## src/rtl/pipe_issue_ctrl.sv

```systemverilog
// Fetch/issue sequencer and RAW hazard interlock for the 5-stage SCPU pipeline.
// Tracks destinations of instructions in EXE/DM/WB and stalls ID until no older producer remains.
module pipe_issue_ctrl #(
  parameter int                ADDR_W   = 8,
  parameter logic [ADDR_W-1:0] END_ADDR = 8'hFF,
  parameter int                DEPTH    = 3,
  parameter int                CNT_W    = 16
) (
  input  logic              clk,
  input  logic              rst_n,
  input  logic              start,
  input  logic [15:0]       id_ins,
  output logic [ADDR_W-1:0] ins_index,
  output logic              ifid_we,
  output logic              id_bubble,
  output logic              busy,
  output logic              done,
  output logic [CNT_W-1:0]  stall_cnt
);

  typedef enum logic [1:0] {
    S_IDLE  = 2'd0,
    S_RUN   = 2'd1,
    S_DRAIN = 2'd2,
    S_DONE  = 2'd3
  } state_e;

  state_e            state_q, state_d;
  logic [ADDR_W-1:0] pc_q, pc_d;
  logic              id_v_q, id_v_d;
  logic [DEPTH-1:0]  sb_v_q, sb_v_d;
  logic [1:0]        sb_rd_q [DEPTH];
  logic [1:0]        sb_rd_d [DEPTH];
  logic [CNT_W-1:0]  stall_cnt_q, stall_cnt_d;

  logic [3:0] op_s;
  logic [1:0] ra_s, rb_s;
  logic       op_alu_s, op_halt_s, op_reads_s;
  logic       match_s, hz_s, issue_s, fetch_ok_s, active_s, restart_s;
  logic       unused_s;

  assign op_s       = id_ins[15:12];
  assign ra_s       = id_ins[11:10];
  assign rb_s       = id_ins[9:8];
  assign unused_s   = ^id_ins[7:0];
  assign op_alu_s   = (op_s >= 4'h1) && (op_s <= 4'h7);
  assign op_halt_s  = (op_s == 4'hF);
  assign op_reads_s = (op_s != 4'h0) && !op_halt_s;
  assign active_s   = (state_q == S_RUN) || (state_q == S_DRAIN);
  assign restart_s  = start && ((state_q == S_IDLE) || (state_q == S_DONE));

  // Any valid in-flight destination matching a source operand of the ID instruction.
  always_comb begin
    match_s = 1'b0;
    for (int i = 0; i < DEPTH; i++) begin
      if (sb_v_q[i] && ((sb_rd_q[i] == ra_s) || (sb_rd_q[i] == rb_s))) begin
        match_s = 1'b1;
      end else begin
        match_s = match_s;
      end
    end
  end

  assign hz_s       = id_v_q && op_reads_s && match_s;
  assign issue_s    = id_v_q && !hz_s && op_reads_s;
  assign fetch_ok_s = !hz_s && !(id_v_q && op_halt_s) && (pc_q != END_ADDR);
  assign id_bubble  = !issue_s;
  assign ins_index  = pc_q;
  assign stall_cnt  = stall_cnt_q;

  // State, PC, ID-valid, scoreboard and stall counter registers.
  always_ff @(posedge clk or negedge rst_n) begin
    if (!rst_n) begin
      state_q     <= S_IDLE;
      pc_q        <= '0;
      id_v_q      <= 1'b0;
      sb_v_q      <= '0;
      stall_cnt_q <= '0;
      for (int i = 0; i < DEPTH; i++) begin
        sb_rd_q[i] <= 2'd0;
      end
    end else begin
      state_q     <= state_d;
      pc_q        <= pc_d;
      id_v_q      <= id_v_d;
      sb_v_q      <= sb_v_d;
      stall_cnt_q <= stall_cnt_d;
      for (int i = 0; i < DEPTH; i++) begin
        sb_rd_q[i] <= sb_rd_d[i];
      end
    end
  end

  // Next-state logic; DRAIN ends once ID and the scoreboard will both be empty.
  always_comb begin
    state_d = state_q;
    case (state_q)
      S_IDLE, S_DONE: begin
        if (start) begin
          state_d = S_RUN;
        end else begin
          state_d = state_q;
        end
      end
      S_RUN: begin
        if ((id_v_q && op_halt_s) || (pc_q == END_ADDR)) begin
          state_d = S_DRAIN;
        end else begin
          state_d = S_RUN;
        end
      end
      S_DRAIN: begin
        if (!id_v_d && (sb_v_d == '0)) begin
          state_d = S_DONE;
        end else begin
          state_d = S_DRAIN;
        end
      end
      default: state_d = S_IDLE;
    endcase
  end

  // FSM outputs decoded from the current state.
  always_comb begin
    ifid_we = 1'b0;
    busy    = 1'b0;
    done    = 1'b0;
    case (state_q)
      S_RUN: begin
        ifid_we = fetch_ok_s;
        busy    = 1'b1;
      end
      S_DRAIN: busy = 1'b1;
      S_DONE:  done = 1'b1;
      default: ifid_we = 1'b0;
    endcase
  end

  // PC, ID-valid and stall counter updates. NOP and HALT are consumed without entering EXE.
  always_comb begin
    pc_d        = pc_q;
    id_v_d      = id_v_q;
    stall_cnt_d = stall_cnt_q;
    if (restart_s) begin
      pc_d        = '0;
      stall_cnt_d = '0;
    end else if (ifid_we) begin
      pc_d = pc_q + ADDR_W'(1);
    end else begin
      pc_d = pc_q;
    end
    if (!active_s) begin
      id_v_d = 1'b0;
    end else if (ifid_we) begin
      id_v_d = 1'b1;
    end else if (id_v_q && !hz_s) begin
      id_v_d = 1'b0;
    end else begin
      id_v_d = id_v_q;
    end
    if (!restart_s && active_s && hz_s && (stall_cnt_q != {CNT_W{1'b1}})) begin
      stall_cnt_d = stall_cnt_q + CNT_W'(1);
    end else begin
      stall_cnt_d = stall_cnt_d;
    end
  end

  // Scoreboard shifts every cycle; only issued ALU ops occupy a valid slot.
  always_comb begin
    sb_v_d     = '0;
    sb_v_d[0]  = issue_s && op_alu_s;
    sb_rd_d[0] = ra_s;
    for (int i = 1; i < DEPTH; i++) begin
      sb_v_d[i]  = sb_v_q[i-1];
      sb_rd_d[i] = sb_rd_q[i-1];
    end
  end

endmodule

```

## config.mk

```make
export PLATFORM = sky130hd
export DESIGN_NAME = pipe_issue_ctrl
export DESIGN_NICKNAME = d
export VERILOG_FILES = /design/src/rtl/pipe_issue_ctrl.sv
export SDC_FILE = /design/constraint.sdc
export NUM_CORES = 1
export LEC_CHECK = 0
export CAP_MARGIN = 10
export CORE_ASPECT_RATIO = 1.25
export CORE_MARGIN = 5
export CORE_UTILIZATION = 44
export CTS_CLUSTER_SIZE = 16
export DETAILED_ROUTE_END_ITERATION = 7
export PLACE_DENSITY = 0.72
export SYNTH_ARGS = -nofsm -noshare
export SYNTH_HDL_FRONTEND = slang
export SYNTH_SLANG_ARGS = --single-unit
export TNS_END_PERCENT = 5
```

## constraint.sdc

```tcl
create_clock -name clk -period 4.8 [get_ports clk]
set_input_delay 0.72 -clock clk [delete_from_list [all_inputs] [get_ports clk]]
set_output_delay 0.72 -clock clk [all_outputs]
set_load 0.02 [all_outputs]
```

==> results of run 1 <==
worst max-delay path: cells and delay by family:
| family | cells | cell delay, ns |
|---|---|---|
| AOI/OAI and AO/OA | 3 | 0.55 |
| xor gates and xnor gates | 1 | 0.17 |
| buffers and inverters | 4 | 1.51 |
power by group through the flow:
| stage | clock (µW) | combinational [µW] | sequential [µW] |
|---|---|---|---|
| floorplan | 0 | 228 | 421 |
| global placement | 0 | 396 | 401 |
| detailed placement | 0 | 403 | 403 |
| CTS | 237 | 404 | 397 |
| global route | 253 | 444 | 404 |
| finish | 232 | 398 | 396 |
sequential cells by signal (all words and copies together), names as in the netlist:
signal     cells
stall_cnt     16
ins_index      8
sb_rd_d        4
sb_v_q         3
sb_rd_q        2
state_q        2
id_v_q         1
stage by stage:
step | std cells | utilization (%) | hold slack, ns | total power, µW
floorplan | 208 | - | 0.3735 | 648.6
finish | 308 | 57.03 | 0.4175 | 1025
global placement | 301 | 54.80 | 0.3901 | 796.9
detailed placement | 301 | 54.80 | 0.4004 | 805.7
CTS | 308 | 57.03 | 0.4149 | 1038
global route | 308 | 57.03 | 0.4390 | 1100
placed cells by master, fill, tap and decap left out, types with 3 or more instances in the layout:
| cell type | n |
|---|---|
| o31ai_1 | 3 |
| ha_1 | 5 |
| nor2_1 | 14 |
| o22ai_1 | 4 |
| nand4_1 | 4 |
| clkbuf_8 | 7 |
| dfrtp_1 | 36 |
| nand3_1 | 12 |
| nor3_1 | 8 |
| inv_1 | 10 |
| and3_1 | 5 |
| xor2_1 | 16 |
| nand2_1 | 19 |
| clkdlybuf4s50_1 | 38 |
| o21ai_0 | 24 |
| or3_1 | 6 |
| a21oi_1 | 11 |
worst max-delay path by stage:
stage	start	end	slack (ns)
CTS	id_ins[11]	ifid_we	1.10
detailed placement	id_ins[11]	ifid_we	1.10
global placement	id_ins[11]	ifid_we	1.12
floorplan	id_ins[9]	id_bubble	1.97
global route	id_ins[11]	ifid_we	0.96
finish	id_ins[8]	ifid_we	1.12
layout make-up:
class                           count  area (µm²)  share of cell area [%]
Multi-Input combinational cell    157       963.4                   39.07
Sequential cell                    36       900.9                   36.53
Timing Repair Buffer               40       395.4                   16.03
Clock buffer                        7       96.34                   3.907
Tap cell                           58       72.57                   2.943
Inverter                           10       37.54                   1.522
cells by family (layout without fill, tap and decap cells):
| family | after synthesis | count (layout) | synth area share [%] |
|---|---|---|---|
| muxes | 1 | 1 | 0.5209 |
| buffers and inverters | 15 | 57 | 2.995 |
| adders and majority gates | 5 | 5 | 3.255 |
| xor gates and xnor gates | 17 | 17 | 7.747 |
| and+or+nand+nor | 80 | 80 | 21.62 |
| AOI/OAI and AO/OA | 54 | 54 | 16.99 |
| DFF | 36 | 36 | 46.87 |
per-layer routing:
layer / part of all wire [%] / track usage (%) / wire (µm)
met3: 5.9 / 4.940 / 255
met4: 0.95 / 4.973 / 41
met2: 52 / 28.21 / 2234
met5: 0 / 0 / 0
met1: 41 / 17.64 / 1762
==> insert_results.sql, run 1 <==
INSERT INTO impl_metrics (metric_group, metric, value, unit) VALUES
('logic_synthesis', 'synthesis.area', '0.001922', 'mm²'),
('die', 'die_area', '0.005798', 'mm²'),
('sta', 'final_min_period_over_clock_period', '76.57', '%'),
('power', 'vdd.ir_drop.worst', '0.1718', 'mV'),
('setup_path', 'cp_slowest_stage_delay', '0.60', 'ns'),
('final_layout', 'n_antenna_cell', '0', ''),
('placed_design', 'globalplace.congestion', '0.8003', ''),
('clock_tree', 'tritoncts', 'yes', ''),
('setup_path', 'critical_path.reg2reg.startpoint', 'stall_cnt[0]', ''),
('sta', 'timing.setup.tns', '0', 'ns'),
('power', 'p_int', '636.2', 'µW'),
('logic_synthesis', 'number_of_enable_type_register_cells_in_the_synthesized_netlist', '0', ''),
('setup_path', 'worst_ep_arrival_time', '2.96', 'ns'),
('power', 'power_frac_clock', '22.6', '%'),
('sta', 'total_count_of_max_transition_violations_in_the_final_report', '0', ''),
('clock_tree', 'clock_sink_count', '36', ''),
('clock_tree', 'cts_buffer_depth', '2', ''),
('clock_tree', 'ctsHoldBuffers', '0', ''),
('routing', 'drtAntennaViolNets', '0', ''),
('logic_synthesis', 'synthDominantCellAreaShare', '46.88', '%'),
('die', 'io_pins', '47', ''),
('sta', 'fmaxAchievable', '272.1', 'MHz'),
('placed_design', 'dp.final_hpwl', '3182', 'µm'),
('sta', 'timing.final.hold_violations', '0', ''),
('global_routing', 'antenna_found_initial', '0', ''),
('sta', 'fin_worst_skew', '0.005834', 'ns'),
('die', 'start_util', '44.44', '%'),
('logic_synthesis', 'ys_seq_elements', '36', ''),
('global_routing', 'grt_usage', '15.78', '%'),
('logic_synthesis', 'synth_cell_type_count', '36', ''),
('power', 'power.leakage', '0.001036', 'µW'),
('global_routing', 'overflow', '0', ''),
('logic_synthesis', 'ys_dominant_reg_cell', 'dfrtp_1', ''),
('placed_design', 'placed_area', '0.002370', 'mm²'),
('clock_tree', 'htreeDepth', '2', ''),
('sta', 'period_minus_slack', '3.675', 'ns'),
('setup_path', 'critPathMostFrequentCell', 'clkdlybuf4s50_1', ''),
('die', 'fp.dieH', '83.89', 'µm'),
('power', 'p_sw', '388.9', 'µW'),
('placed_design', 'placement.io_buffers', '38', ''),
('power', 'combPwrFrac', '38.8', '%'),
('routing', 'num_vias', '1693', ''),
('clock_tree', 'clock_tree.root_cell', 'clkbuf_8', ''),
('worst_hold_path', 'hold_ep', 'sb_v_q[2]', ''),
('outcome', 'status', 'finished, final reports clean', ''),
('worst_hold_path', 'min_path_type', 'reg -> reg', ''),
('die', 'die_w', '69.11', 'µm'),
('setup_path', 'path_cells', 'clkdlybuf4s50_1 -> xor2_1 -> o22ai_1 -> a222oi_1 -> buf_4 -> o21ai_2 -> inv_1 -> clkdlybuf4s50_1', ''),
('logic_synthesis', 'synth_warn', '0', ''),
('routing', 'drt_wl_total', '4294', 'µm'),
('logic_synthesis', 'synthesis.instances', '208', ''),
('clock_tree', 'cts.repair.resized', '0', ''),
('sta', 'setup_slack', '1.125', 'ns'),
('logic_synthesis', 'number_of_nets_produced_by_synthesis', '232', ''),
('setup_path', 'regToRegEndpoint', 'stall_cnt[8]', ''),
('placed_design', 'dp_worst_setup_slack', '1.100', 'ns'),
('setup_path', 'critPathMaxFanout', '16', ''),
('clock_tree', 'cts_buffers', '5', ''),
('setup_path', 'crit_required', '4.08', 'ns'),
('logic_synthesis', 'synth.top_cells.by_count', 'dfrtp_1, o21ai_0, nand2_1, xor2_1, nor2_1', ''),
('logic_synthesis', 'synth.area.top_cells', 'dfrtp_1, xor2_1, o21ai_0', ''),
('global_routing', 'first_global_vias', '1697', ''),
('setup_path', 'worst_path_max_delay_cell', 'clkdlybuf4s50_1', ''),
('final_layout', 'final_layout_size_suffix_gt1_share', '5.200', '%'),
('routing', 'post_drt_via_cell_ratio', '5.497', ''),
('clock_tree', 'path_clk_slew', '0.06', 'ns'),
('power', 'cellPowerDensity', '415.7', 'mW/mm²'),
('sta', 'timing.final.setup_violations', '0', ''),
('setup_path', 'critPathCaptureType', 'primary output', ''),
('power', 'switching_share', '37.94', '%'),
('final_layout', 'nets', '274', '');
(Power assumes the default switching activity.)
==> inputs of run 2 (changes only) <==
- clock period: 4.8 -> 3.65 ns (I/O delays scaled with it)
==> insert_results.sql, run 2 (synthesized netlist as in run 1, its figures left out) <==
INSERT INTO impl_metrics (metric_group, metric, value, unit) VALUES
('final_layout', 'layout_common_cells', 'clkdlybuf4s50_1, dfrtp_1, o21ai_0, nand2_1, xor2_1', ''),
('clock_tree', 'clk-insertion-delay-late', '0.29', 'ns'),
('power', 'sequentialPowerShare', '39.7', '%'),
('clock_tree', 'ctsHoldBuffers', '0', ''),
('clock_tree', 'cts.repair.resized', '0', ''),
('power', 'power.total', '1322', 'µW'),
('sta', 'timing.setup.tns', '0', 'ns'),
('final_layout', 'max_ffs_per_register', '16', ''),
('routing', 'drc', '0', ''),
('sta', 'worst-slew-pin-transition', '0.7839', 'ns'),
('clock_tree', 'htreeDepth', '2', ''),
('worst_hold_path', 'hold_ep', 'sb_rd_q[1]', ''),
('placed_design', 'dp.final_hpwl', '3292', 'µm'),
('worst_hold_path', 'worstHoldPathCells', '0', ''),
('setup_path', 'critPathCaptureType', 'primary output', ''),
('setup_path', 'regToRegEndpoint', 'stall_cnt[8]', ''),
('placed_design', 'globalplace.congestion', '0.7806', ''),
('routing', 'num_vias', '1724', ''),
('global_routing', 'antenna_found_initial', '0', ''),
('sta', 'fmaxAchievable', '303.8', 'MHz'),
('final_layout', 'most_frequent_standard_cell_in_the_layout_excluding_fill_and_tap_cells', 'clkdlybuf4s50_1', ''),
('clock_tree', 'path_clk_slew', '0.06', 'ns'),
('power', 'combPwrFrac', '40.2', '%'),
('routing', 'dr.first_iter.drc_count', '114', ''),
('power', 'power_frac_clock', '20.1', '%'),
('power', 'switching_share', '39.03', '%'),
('power', 'p_int', '805.7', 'µW'),
('power', 'power.leakage', '0.001032', 'µW'),
('routing', 'post_drt_via_cell_ratio', '5.579', ''),
('power', 'vdd.ir_drop.worst', '0.2058', 'mV'),
('outcome', 'status', 'finished, final reports clean', ''),
('routing', 'dr.pass1.iters', '4', ''),
('setup_path', 'timing_worst_setup_path_type', 'in -> out', ''),
('die', 'start_util', '44.44', '%'),
('setup_path', 'critPathMaxFanout', '16', ''),
('clock_tree', 'clock_tree.root_cell', 'clkbuf_8', ''),
('run', 'cap_violations', '0', ''),
('sta', 'fin_worst_skew', '0.01280', 'ns'),
('setup_path', 'r2r_slack', '1.29', 'ns'),
('die', 'std_cell_rows', '27', ''),
('die', 'coreArea', '0.004324', 'mm²'),
('die', 'fp.dieH', '83.89', 'µm'),
('die', 'io_pins', '47', ''),
('power', 'cellPowerDensity', '538.3', 'mW/mm²'),
('clock_tree', 'cts_setup_buffers', '0', ''),
('die', 'die_w', '69.11', 'µm'),
('global_routing', 'first_global_vias', '1747', ''),
('sta', 'total_count_of_max_transition_violations_in_the_final_report', '0', ''),
('setup_path', 'setup.worst_path.start_class', 'input port', ''),
('routing', 'drt_wl_total', '4479', 'µm'),
('clock_tree', 'cts_buffer_depth', '2', ''),
('final_layout', 'nets', '275', ''),
('final_layout', 'final_layout_size_suffix_gt1_share', '5.179', '%'),
('placed_design', 'placement.io_buffers', '38', ''),
('final_layout', 'area_delta_synth_final', '27.73', '%'),
('sta', 'rsz_0062_raised_after_global_routing', 'no', ''),
('routing', 'drtAntennaViolNets', '0', ''),
('sta', 'timing.slew.headroom', '47.55', '%'),
('sta', 'timing.final.setup_violations', '0', ''),
('worst_hold_path', 'hold_path.startpoint', 'sb_rd_d[1]', ''),
('final_layout', 'n_antenna_cell', '0', ''),
('sta', 'timing.final.hold_violations', '0', ''),
('sta', 'final_min_period_over_clock_period', '90.19', '%'),
('global_routing', 'grt_first_pass_wirelength', '7665', 'µm'),
('setup_path', 'worst_ep_arrival_time', '2.74', 'ns'),
('global_routing', 'grt_max_degree', '37', ''),
('clock_tree', 'tritoncts', 'yes', ''),
('sta', 'period_minus_slack', '3.292', 'ns'),
('clock_tree', 'clock_sink_count', '36', ''),
('worst_hold_path', 'min_path_type', 'reg -> reg', ''),
('setup_path', 'timing.reg2reg.worst_path_depth', '7', ''),
('clock_tree', 'cts_buffers', '5', ''),
('die', 'die_area', '0.005798', 'mm²'),
('setup_path', 'critical_path.reg2reg.startpoint', 'stall_cnt[0]', ''),
('setup_path', 'worst_setup_path_startpoint', 'id_ins[9]', ''),
('global_routing', 'overflow', '0', ''),
('power', 'p_sw', '515.8', 'µW'),
('setup_path', 'crit_required', '3.10', 'ns'),
('routing', 'avgRoutedWirePerCell', '14.50', 'µm'),
('global_routing', 'grt_usage', '16.27', '%');
-- run 2: stage by stage --
step / area [µm²] / hold slack [ns] / cells / setup WS (ns) / util (%)
finish: 2455 / 0.4345 / 309 / 0.3580 / 56.77
global route: 2455 / 0.4418 / 309 / 0.2261 / 56.77
CTS: 2455 / 0.4271 / 309 / 0.3134 / 56.77
detailed placement: 2377 / 0.4052 / 302 / 0.3341 / 54.98
global placement: 2377 / 0.3900 / 302 / 0.3964 / 54.98
floorplan: 1922 / 0.2519 / 208 / 1.166 / -
-- run 2: how the worst max path moves through the flow --
stage / end / depth (start not counted)
floorplan: id_bubble / 5
global placement: ifid_we / 8
detailed placement: ifid_we / 8
CTS: ifid_we / 8
global route: ifid_we / 8
finish: ifid_we / 8
-- run 2: cell type report --
type / count / area, µm²
fillers: 424 / 1869
well taps: 58 / 72.57
clock buffers: 6 / 72.57
clock inverters: 1 / 5.005
inverters: 10 / 37.54
multi-input cells: 157 / 963.4
repair buffers: 41 / 402.9
flip-flops and latches: 36 / 900.9
-- run 2: per-layer routing --
layer	share of wire, %	wire [µm]	track usage [%]
met2	52	2335	28.56
met3	4.8	216	4.819
met1	41	1844	17.53
met5	0	0	0
met4	1.8	82	8.171
-- run 2: worst max-delay path, cell delays in order --
cell	delay, ns
clkdlybuf4s50_1	0.55
xor2_1	0.18
o22ai_1	0.11
a222oi_1	0.35
buf_4	0.27
o21ai_2	0.08
inv_1	0.05
clkdlybuf4s50_1	0.59
-- run 2: power by group through the flow --
| stage | logic [µW] | clock network [µW] | registers [µW] |
|---|---|---|---|
| detailed placement | 536 | 0 | 531 |
| global placement | 530 | 0 | 528 |
| global route | 590 | 292 | 533 |
| finish | 531 | 266 | 525 |
| CTS | 539 | 275 | 524 |
| floorplan | 300 | 0 | 553 |
==> inputs of run 3 (changes only) <==
- CORE_MARGIN: 5 -> default
==> insert_results.sql, run 3 (synthesized netlist as in run 1, its figures left out) <==
INSERT INTO impl_metrics (metric_group, metric, value, unit) VALUES
('routing', 'post_drt_via_cell_ratio', '5.562', ''),
('placed_design', 'placedCellCount', '300', ''),
('sta', 'timing.final.setup_violations', '0', ''),
('run', 'cap_violations', '0', ''),
('global_routing', 'grt_max_degree', '37', ''),
('setup_path', 'cpLargestDelayFamily', 'buffers and inverters', ''),
('die', 'std_cell_rows', '26', ''),
('die', 'die_w', '61.11', 'µm'),
('final_layout', 'layout.core_utilization', '60.18', '%'),
('routing', 'avgRoutedWirePerCell', '13.59', 'µm'),
('power', 'p_int', '878.5', 'µW'),
('sta', 'total_count_of_max_transition_violations_in_the_final_report', '0', ''),
('sta', 'rsz_0062_raised_after_global_routing', 'no', ''),
('placed_design', 'globalplace.congestion', '0.8518', ''),
('power', 'p_sw', '525.1', 'µW'),
('placed_design', 'dp.final_hpwl', '2969', 'µm'),
('final_layout', 'layout_common_cells', 'clkdlybuf4s50_1, dfrtp_1, o21ai_0, nand2_1, xor2_1', ''),
('global_routing', 'overflow', '0', ''),
('setup_path', 'critical_path_buf_inv_count', '4', ''),
('power', 'sequentialPowerShare', '37.1', '%'),
('power', 'cellPowerDensity', '564.6', 'mW/mm²'),
('die', 'fp.dieH', '75.89', 'µm'),
('sta', 'timing.setup.tns', '0', 'ns'),
('final_layout', 'area_delta_synth_final', '29.36', '%'),
('sta', 'timing.final.hold_violations', '0', ''),
('die', 'start_util', '46.52', '%'),
('global_routing', 'antenna_found_initial', '0', ''),
('global_routing', 'grt_usage', '20.74', '%'),
('final_layout', 'nets', '275', ''),
('routing', 'detail_route.wirelength.met1', '1766', 'µm'),
('clock_tree', 'cts_buffer_depth', '2', ''),
('routing', 'drc', '0', ''),
('sta', 'fmaxAchievable', '308.4', 'MHz'),
('setup_path', 'worst_path_max_delay_cell', 'clkdlybuf4s50_1', ''),
('clock_tree', 'clock_tree.root_cell', 'clkbuf_8', ''),
('routing', 'dr.pass1.iters', '4', ''),
('clock_tree', 'htreeDepth', '2', ''),
('worst_hold_path', 'min_path_type', 'reg -> reg', ''),
('routing', 'num_vias', '1713', ''),
('die', 'die_area', '0.004638', 'mm²'),
('setup_path', 'setup.worst_path.start_class', 'input port', ''),
('sta', 'period_minus_slack', '3.242', 'ns'),
('final_layout', 'final_layout_size_suffix_gt1_share', '5.952', '%'),
('clock_tree', 'cts.repair.resized', '0', ''),
('clock_tree', 'path_clk_slew', '0.08', 'ns'),
('clock_tree', 'cts_setup_buffers', '0', ''),
('setup_path', 'path_cells', 'clkdlybuf4s50_1 -> xor2_1 -> o22ai_1 -> a222oi_1 -> buf_4 -> o21ai_2 -> inv_1 -> clkdlybuf4s50_1', ''),
('setup_path', 'timing_worst_setup_path_type', 'in -> out', ''),
('clock_tree', 'ctsHoldBuffers', '0', ''),
('routing', 'drtAntennaViolNets', '0', ''),
('power', 'combPwrFrac', '37.8', '%'),
('clock_tree', 'cts_buffers', '5', ''),
('global_routing', 'grt_first_pass_wirelength', '6941', 'µm'),
('setup_path', 'critPathMostFrequentCell', 'clkdlybuf4s50_1', ''),
('global_routing', 'first_global_vias', '1580', ''),
('clock_tree', 'clock_sink_count', '36', ''),
('final_layout', 'most_frequent_standard_cell_in_the_layout_excluding_fill_and_tap_cells', 'clkdlybuf4s50_1', ''),
('outcome', 'status', 'finished, final reports clean', ''),
('sta', 'timing.slew.headroom', '46.80', '%'),
('die', 'coreArea', '0.004131', 'mm²'),
('setup_path', 'critPathCaptureType', 'primary output', ''),
('final_layout', 'max_ffs_per_register', '16', ''),
('routing', 'drt_wl_total', '4185', 'µm'),
('clock_tree', 'tritoncts', 'yes', ''),
('sta', 'final_min_period_over_clock_period', '88.84', '%'),
('die', 'io_pins', '47', ''),
('clock_tree', 'clk-insertion-delay-late', '0.29', 'ns'),
('setup_path', 'critPathMaxFanout', '16', ''),
('routing', 'dr.first_iter.drc_count', '56', ''),
('final_layout', 'final_cells', '308', ''),
('final_layout', 'n_antenna_cell', '0', ''),
('setup_path', 'crit_required', '3.10', 'ns'),
('power', 'power_frac_clock', '25.2', '%'),
('power', 'power.leakage', '0.001045', 'µW'),
('power', 'switching_share', '37.41', '%'),
('placed_design', 'placement.io_buffers', '38', ''),
('sta', 'worst-slew-pin-transition', '0.7950', 'ns'),
('setup_path', 'worst_ep_arrival_time', '2.69', 'ns'),
('final_layout', 'fillers', '391', ''),
('routing', 'met2_length', '2143', 'µm'),
('routing', 'topRoutingLayerUsed', 'met4', ''),
('sta', 'fin_worst_skew', '0.005798', 'ns'),
('setup_path', 'cp_slowest_stage_delay', '0.59', 'ns'),
('power', 'vdd.ir_drop.worst', '0.2764', 'mV'),
('routing', 'met3_wirelength', '222', 'µm');
[run 3: power groups by stage]
| stage | Sequential (µW) | Combinational (µW) | Clock [µW] |
|---|---|---|---|
| after detailed placement | 528 | 536 | 0 |
| after CTS | 521 | 538 | 361 |
| final | 520 | 530 | 353 |
| after floorplan | 553 | 300 | 0 |
| after global placement | 527 | 529 | 0 |
| after global routing | 529 | 599 | 379 |
[run 3: cell type report]
class	count	area (µm²)	area share, %
Timing Repair Buffer	41	402.9	16.21
Sequential cell	36	900.9	36.24
Inverter	10	37.54	1.510
Clock inverter	3	42.54	1.711
Clock buffer	5	68.82	2.768
Tap cell	56	70.07	2.818
Multi-Input combinational cell	157	963.4	38.75
[run 3: worst paths after layout]
path / end / from / cells after the start / slack (ns)
max: ifid_we / id_ins[10] / 8 / 0.41
min: sb_v_q[1] / sb_v_q[0] / 0 / 0.41
max reg2reg: stall_cnt[8] / stall_cnt[0] / 7 / 1.31
min reg2reg: sb_v_q[1] / sb_v_q[0] / 0 / 0.41
max in group asynchronous: id_v_q / rst_n / 2 / 2.67
min in group asynchronous: stall_cnt[3] / rst_n / 2 / 0.66
[run 3: through the flow]
step / power (µW) / setup slack (ns) / area (µm²) / hold WS [ns]
after CTS: 1420 / 0.3850 / 2486 / 0.4062
final: 1404 / 0.4075 / 2486 / 0.4105
after global routing: 1508 / 0.2776 / 2486 / 0.4197
after detailed placement: 1065 / 0.3907 / 2375 / 0.3881
after global placement: 1057 / 0.3985 / 2375 / 0.3919
after floorplan: 853.0 / 1.166 / 1922 / 0.2519
[run 3: per-layer routing]
metal	vias to the layer above	track usage, %
met5	-	0
met4	0	7.828
met3	5	6.112
met2	46	36.35
met1	831	23.50
li1	831	-
